[src/rtl/router_fsm_ctrl.sv]
// router_fsm_ctrl : control FSM of the 1x3 packet router.
//   Decodes the destination address in each header byte. Sequences the
//   header, payload and parity loads into the addressed output FIFO.
//   Stalls while that FIFO is full, and waits for a busy destination FIFO
//   to drain before the header is loaded. Raises busy to hold the source.
//
// Optional build macro: ROUTER_FSM_DBG_STATE_EN
//   When defined, the output state_dbg[2:0] exposes the current state encoding.
//
// Ports
//   clock            in   system clock, all state changes on posedge
//   resetn           in   synchronous reset, active high (1 = reset)
//   pkt_valid        in   packet byte valid from the source
//   data_in[1:0]     in   destination address taken from the header (3 = invalid)
//   fifo_full        in   full flag of the currently addressed FIFO
//   fifo_empty_0/1/2 in   empty flags of FIFOs 0..2
//   soft_reset_0/1/2 in   read-timeout soft resets, one per FIFO
//   parity_done      in   parity byte already captured
//   low_packet_valid in   pkt_valid dropped while the FIFO was full
//   write_enb_reg    out  write enable toward the FIFOs
//   detect_add       out  FSM is in DECODE_ADDRESS
//   ld_state         out  FSM is in LOAD_DATA
//   laf_state        out  FSM is in LOAD_AFTER_FULL
//   lfd_state        out  FSM is in LOAD_FIRST_DATA
//   full_state       out  FSM is in FIFO_FULL_STATE
//   rst_int_reg      out  FSM is in CHECK_PARITY_ERROR
//   busy             out  source must hold its data
//   state_dbg[2:0]   out  current state encoding (only with the macro defined)
module router_fsm_ctrl (
   input  logic       clock,
   input  logic       resetn,
   input  logic       pkt_valid,
   input  logic [1:0] data_in,
   input  logic       fifo_full,
   input  logic       fifo_empty_0,
   input  logic       fifo_empty_1,
   input  logic       fifo_empty_2,
   input  logic       soft_reset_0,
   input  logic       soft_reset_1,
   input  logic       soft_reset_2,
   input  logic       parity_done,
   input  logic       low_packet_valid,
   output logic       write_enb_reg,
   output logic       detect_add,
   output logic       ld_state,
   output logic       laf_state,
   output logic       lfd_state,
   output logic       full_state,
   output logic       rst_int_reg,
`ifdef ROUTER_FSM_DBG_STATE_EN
   output logic       busy,
   output logic [2:0] state_dbg
`else
   output logic       busy
`endif
);

   typedef enum logic [2:0] {
      DA  = 3'd0,  // decode address
      LFD = 3'd1,  // load first data (header)
      LD  = 3'd2,  // load data
      LP  = 3'd3,  // load parity
      FFS = 3'd4,  // fifo full stall
      LAF = 3'd5,  // load after full
      WTE = 3'd6,  // wait till empty
      CPE = 3'd7   // check parity error
   } state_t;

   state_t     state, next_state;
   logic [1:0] addr_reg;
   logic       soft_hit;
   logic       hdr_empty;
   logic       addr_empty;

   // Only a timeout on the FIFO that this packet targets aborts the packet.
   assign soft_hit = (soft_reset_0 && addr_reg == 2'd0) ||
                     (soft_reset_1 && addr_reg == 2'd1) ||
                     (soft_reset_2 && addr_reg == 2'd2);

   // The empty flag of the FIFO named by the incoming header.
   always_comb begin
      hdr_empty = 1'b0;
      case (data_in)
         2'd0:    hdr_empty = fifo_empty_0;
         2'd1:    hdr_empty = fifo_empty_1;
         2'd2:    hdr_empty = fifo_empty_2;
         default: hdr_empty = 1'b0;
      endcase
   end

   // The empty flag of the FIFO that holds the latched address.
   always_comb begin
      addr_empty = 1'b0;
      case (addr_reg)
         2'd0:    addr_empty = fifo_empty_0;
         2'd1:    addr_empty = fifo_empty_1;
         2'd2:    addr_empty = fifo_empty_2;
         default: addr_empty = 1'b0;
      endcase
   end

   always_ff @(posedge clock) begin
      if (resetn) begin
         state    <= DA;
         addr_reg <= 2'd0;
      end else begin
         state <= next_state;
         if (state == DA && pkt_valid && data_in != 2'd3)
            addr_reg <= data_in;
      end
   end

   always_comb begin
      next_state = state;
      if (soft_hit) begin
         next_state = DA;
      end else begin
         case (state)
            DA: begin
               if (pkt_valid && data_in != 2'd3)
                  next_state = hdr_empty ? LFD : WTE;
            end
            LFD: next_state = LD;
            // A full FIFO outranks end of packet, so no byte is dropped.
            LD: begin
               if (fifo_full)       next_state = FFS;
               else if (!pkt_valid) next_state = LP;
            end
            FFS: if (!fifo_full) next_state = LAF;
            LAF: begin
               if (parity_done)           next_state = DA;
               else if (low_packet_valid) next_state = LP;
               else                       next_state = LD;
            end
            LP:  next_state = CPE;
            CPE: next_state = fifo_full ? FFS : DA;
            WTE: if (addr_empty) next_state = LFD;
            default: next_state = DA;
         endcase
      end
   end

   always_comb begin
      detect_add    = (state == DA);
      lfd_state     = (state == LFD);
      ld_state      = (state == LD);
      laf_state     = (state == LAF);
      full_state    = (state == FFS);
      rst_int_reg   = (state == CPE);
      write_enb_reg = (state == LD) || (state == LP) || (state == LAF);
      busy          = !((state == DA) || (state == LD));
   end

`ifdef ROUTER_FSM_DBG_STATE_EN
   assign state_dbg = state;
`endif

endmodule

[config.mk]
export PLATFORM = sky130hd
export DESIGN_NAME = router_fsm_ctrl
export DESIGN_NICKNAME = d
export VERILOG_FILES = /design/src/rtl/router_fsm_ctrl.sv
export SDC_FILE = /design/constraint.sdc
export NUM_CORES = 1
export LEC_CHECK = 0
export BUFFER_PORTS_ARGS = -buffer_cell sky130_fd_sc_hd__buf_2
export CAP_MARGIN = 20
export CORE_AREA = 2 2 39 41
export DETAILED_ROUTE_END_ITERATION = 8
export DIE_AREA = 0 0 41 43
export PLACE_DENSITY = 0.72
export SKIP_CTS_REPAIR_TIMING = 1
export SLEW_MARGIN = 10
export SYNTH_ARGS = -nofsm -noshare
export SYNTH_HDL_FRONTEND = slang
export SYNTH_SLANG_ARGS = --single-unit
[constraint.sdc]
create_clock -name clock -period 2.8 [get_ports clock]
set_input_delay 0.14 -clock clock [delete_from_list [all_inputs] [get_ports clock]]
set_output_delay 0.14 -clock clock [all_outputs]
set_load 0.005 [all_outputs]
* Yosys cells after proc, flatten, opt, wreduce, memory -nomap -nowiden
Cells that the tools add are included.
** Cells by class
- Eq/ne operators :: 16
- Multiplexer cells :: 12
- Reductions and logical operators :: 17
** Operator list (number)
- one-hot mux 3 bit (8 select lines) :: 1
- 2-to-1 mux 3 bit :: 7
- == test 3 bit, second input constant :: 4
- == test 3 x 2 -> 1 bit, second input constant :: 2
- logical AND 1 bit :: 6
- != test 2 bit, second input constant :: 3
- one-hot mux 1 bit (3 select lines) :: 2
- logical OR 1 bit :: 5
- == test 2 x 1 -> 1 bit, second input constant :: 2
- == test 2 bit, second input constant :: 2
- logical NOT 2 bit :: 2
- AND reduction 4 bit :: 1
- == test 3 x 1 -> 1 bit, second input constant :: 1
- logical NOT 3 bit :: 1
- != test 3 bit, second input constant :: 1
- 2-to-1 mux 2 bit :: 1
- != test 2 x 1 -> 1 bit, second input constant :: 1
- OR reduction 2 bit :: 1
- logical NOT 1 bit :: 1
- 2-to-1 mux 1 bit :: 1
** Word-level totals
- Bits in registers :: 5
- Input bits :: 14

* Longest topological paths before layout
- Depth after elaboration :: 5
- Mapped depth :: 5
- Depth with buffers taken out :: 4

* Worst setup path after synthesis
OpenSTA, ideal clock, no wires.
- Kind :: reg-to-reg
- Start :: register state[0]
- End :: register state[1]
- Data arrival time :: 1.166 ns
- Data required time :: 2.678 ns
- Path slack :: 1.513 ns
- Cell stages (with the launch flop) :: 6
- Period minus slack after synthesis :: 1.287 ns
- Cell sequence :: dfxtp_1 -> buf_6 -> nor3b_2 -> a22oi_2 -> nand3_2 -> o311a_1
** Between the ends
- Word-level cells in the longest chain between the ends :: 3
- Elaborated cells between the ends (all ways) :: 14
- Classes of those cells :: eq/ne: 11; mux: 1; reduce/logical: 2
** Ends and longest elaborated chain
- start, declared :: line 69 : state_t state, next_state;
- start signal, assigned :: line 107 : state <= next_state;
- == test 3 bit (*)
- net full_state :: line 48 : output logic full_state,
- != test 2 bit (no source line)
- AND reduction 4 bit (no source line)
Mark *: on every way through the listed nets, which the timed path passes. The rest lies on a longest branch.
A chain may end at the register's enable or synchronous reset.

* Final worst setup path
- Start :: register state[0]
- End :: register state[1]
** Between the ends
- Word-level cells in the longest chain between the ends :: 3
- Elaborated cells between the ends (all ways) :: 14
- Classes of those cells :: eq/ne: 11; mux: 1; reduce/logical: 2
** Ends and longest elaborated chain
- == test 3 x 2 -> 1 bit, or another cell as far along :: line 118 : case (state)
- != test 3 bit (no source line), or another cell as far along
- AND reduction 4 bit (no source line)
Several ways; a longest one is shown, not always the timed one.

==> key figures <==
Outcome
  – Status: finished clean

Setup path
  – Worst r2r dst: state[1]$_SDFFE_PP0P_
  – CP Launch Type: flip-flop
  – Worst R2R Start: state[0]$_SDFFE_PP0P_
  – WP data arrival: 1.61 ns
  – FF-to-FF setup slack: 1.31 ns
  – Crit-path max FO: 11
  – Setup crit start: state[0]$_SDFFE_PP0P_
  – Element type at the critical path end: flip-flop
  – Critical path required time: 2.92 ns
  – R2r worst-path depth: 4
  – CP Class: flip-flop to flip-flop

Route
  – Via Count: 497
  – Detailed Routing Iterations Pass 1: 3
  – Post-route ant nets: 0
  – Via density: 5.40
  – Detailed-route DRC error count: 0
  – Drt initial violations: 1
  – Routed len/inst: 12.0 um
  – Total wire length: 1100 um

Logic synthesis
  – Yosys cell types: 32
  – Mapped Area: 453 um2
  – Post-synth EDFFs: 0
  – Async set or reset register ratio after synthesis: 0%
  – Sequential area share after synthesis: 22.1%
  – Post-Synthesis Cells: 54
  – Number of synthesized register bits: 5
  – Ys flop type: dfxtp_1
  – Avg Inst Size Synth: 8.39 um2
  – Synthesis warning total: 0
  – Net Count, Synth: 68

Timing
  – Setup TNS: 0 ns
  – RSZ-0062 raised after global routing: no
  – Final Skew: 0.00111 ns
  – Slew Limit Fails: 0
  – Slew margin rel.: 73.9%
  – Final hold slack: 0.0914 ns
  – Final setup vio count: 0
  – Max Clock Freq: 672 MHz
  – Crit share post-route: 53.1%
  – Fin. Hold Viols: 0
  – Slew @ Worst Pin: 0.391 ns
  – Min Clock Period, post-route: 1.49 ns

Global routing
  – Vias in the first global route: 438
  – Largest net degree at the start of global routing: 14
  – GRT Util Overall: 13.5%
  – Met3 Use GR: 3.14%
  – GRT Max-Usage Layer: met2
  – Total grt overflow: 0
  – Initial antenna violation count: 0
  – First-pass GRT wire length: 1660 um
  – Met2 usage: 24.4%
  – GRT met1 Usage: 13.5%

Power and ir drop
  – PD cells: 524 nW/um2
  – Clk network pwr share: 27.0%
  – Switching Share: 35.7%
  – Comb power frac: 39.1%
  – NetSw: 0.000109 W
  – Internal power: 0.000196 W
  – Total power: 0.000305 W
  – Peak VDD IR: 0.000232 V
  – Static Leak: 0.291 nW
  – Sequential share of power: 33.9%

Clock tree
  – Max clock buf depth: 2
  – Total CTS buffers: 3
  – Clock latency on the worst-skew pair: 0.24 ns
  – CTS tree: done
  – CTS root buf: clkbuf_4
  – Clock tree sinks: 5
  – H-tree Lvls: 1
  – Clock transition at path regs: 0.04 ns

Die
  – Initial core utilization: 32.7%
  – Num ports: 22
  – Chip height: 43 um
  – Die W: 41 um
  – Core area: 1380 um2
  – Rows: 14
  – Die ar.: 1760 um2

Worst hold path
  – Worst Hold Depth: 2
  – Class of the worst hold path: primary input to flip-flop
  – Hold EP: addr_reg[0]$_SDFFE_PP0P_
  – Hold Path Origin: resetn

Cells and area
  – Nets: 91
  – Antenna Cells: 0
  – Max reg flops: 3
  – Layout cells sized above 1: 40.8%
  – Area growth syn-to-layout: 28.7%

Place
  – Routability cong.: 0.820
  – Number of port buffers: 21
  – Final HPWL DP: 907 um

Run
  – MaxCap Viol Count: 0
[final cells by class]
cell class / count / area [um2]
fillers: 151 / 801
multi-input cells: 42 / 317
repair buffers: 21 / 105
flip-flops and latches: 5 / 100
clock buffers: 4 / 26.3
well taps: 16 / 20.0
inverters: 4 / 15.0
[metal layers]
metal / share of wire (%) / routed length (um)
met1: 44 / 485
met2: 49 / 541
met3: 6.9 / 76
met4: 0 / 0
met5: 0 / 0
[how the worst max path moves through the flow]
stage	endpoint	cells after the start
global placement	state[1]$_SDFFE_PP0P_	4
global route	state[1]$_SDFFE_PP0P_	4
finish	state[1]$_SDFFE_PP0P_	4
CTS	state[1]$_SDFFE_PP0P_	4
floorplan	state[1]$_SDFFE_PP0P_	5
detailed placement	state[1]$_SDFFE_PP0P_	4
[synth_stat cells, types with 2 or more instances]
library cell / n / share of area, %
nor3_1: 2 / 2.2
nor3b_2: 2 / 5.5
dfxtp_1: 5 / 22
mux2i_1: 4 / 8.8
nand2b_1: 2 / 2.8
nand2_1: 5 / 4.1
o211a_1: 2 / 4.4
buf_2: 2 / 2.2
inv_1: 4 / 3.3
nand3b_1: 2 / 3.3
nor2_1: 3 / 2.5
[metrics by stage]
| step | utilization (%) | setup WS, ns | area (um2) | cells |
|---|---|---|---|---|
| floorplan | - | 1.51 | 453 | 54 |
| global placement | 40.2 | 1.39 | 557 | 88 |
| detailed placement | 40.2 | 1.31 | 557 | 88 |
| CTS | 42.1 | 1.32 | 583 | 92 |
| global route | 42.1 | 1.23 | 583 | 92 |
| finish | 42.1 | 1.31 | 583 | 92 |
[cell usage in the layout (no fill, tap or decap), types with 2 or more instances in the layout]
cell	count
buf_2	21
clkbuf_4	3
dfxtp_1	5
inv_1	4
mux2i_1	4
nand2_1	5
nand2b_1	2
nand3b_1	2
nor2_1	3
nor3_1	2
nor3b_2	2
o211a_1	2
[logic make-up after synthesis]
group,Yosys count,synth area share [%]
DFF,5,22.1
buffers and inverters,7,8.01
muxes,4,8.84
AOI/OAI and AO/OA,15,27.9
and+or+nand+nor,23,33.1
[power by group through the flow]
stage / Combinational (W) / Sequential [W] / Clock [W]
after CTS: 0.000120 / 0.000103 / 0.0000876
after global routing: 0.000132 / 0.000105 / 0.0000929
after global placement: 0.000118 / 0.000104 / 0
final: 0.000119 / 0.000103 / 0.0000825
after floorplan: 0.0000962 / 0.0000894 / 0
after detailed placement: 0.000120 / 0.000105 / 0
[worst max-delay path, stage by stage, from the launching register on]
cell and delay, ns:
dfxtp_1 0.54, nor3b_2 0.12, a22oi_2 0.24, nand3_2 0.13, o311a_1 0.35
(Power assumes the default switching activity.)
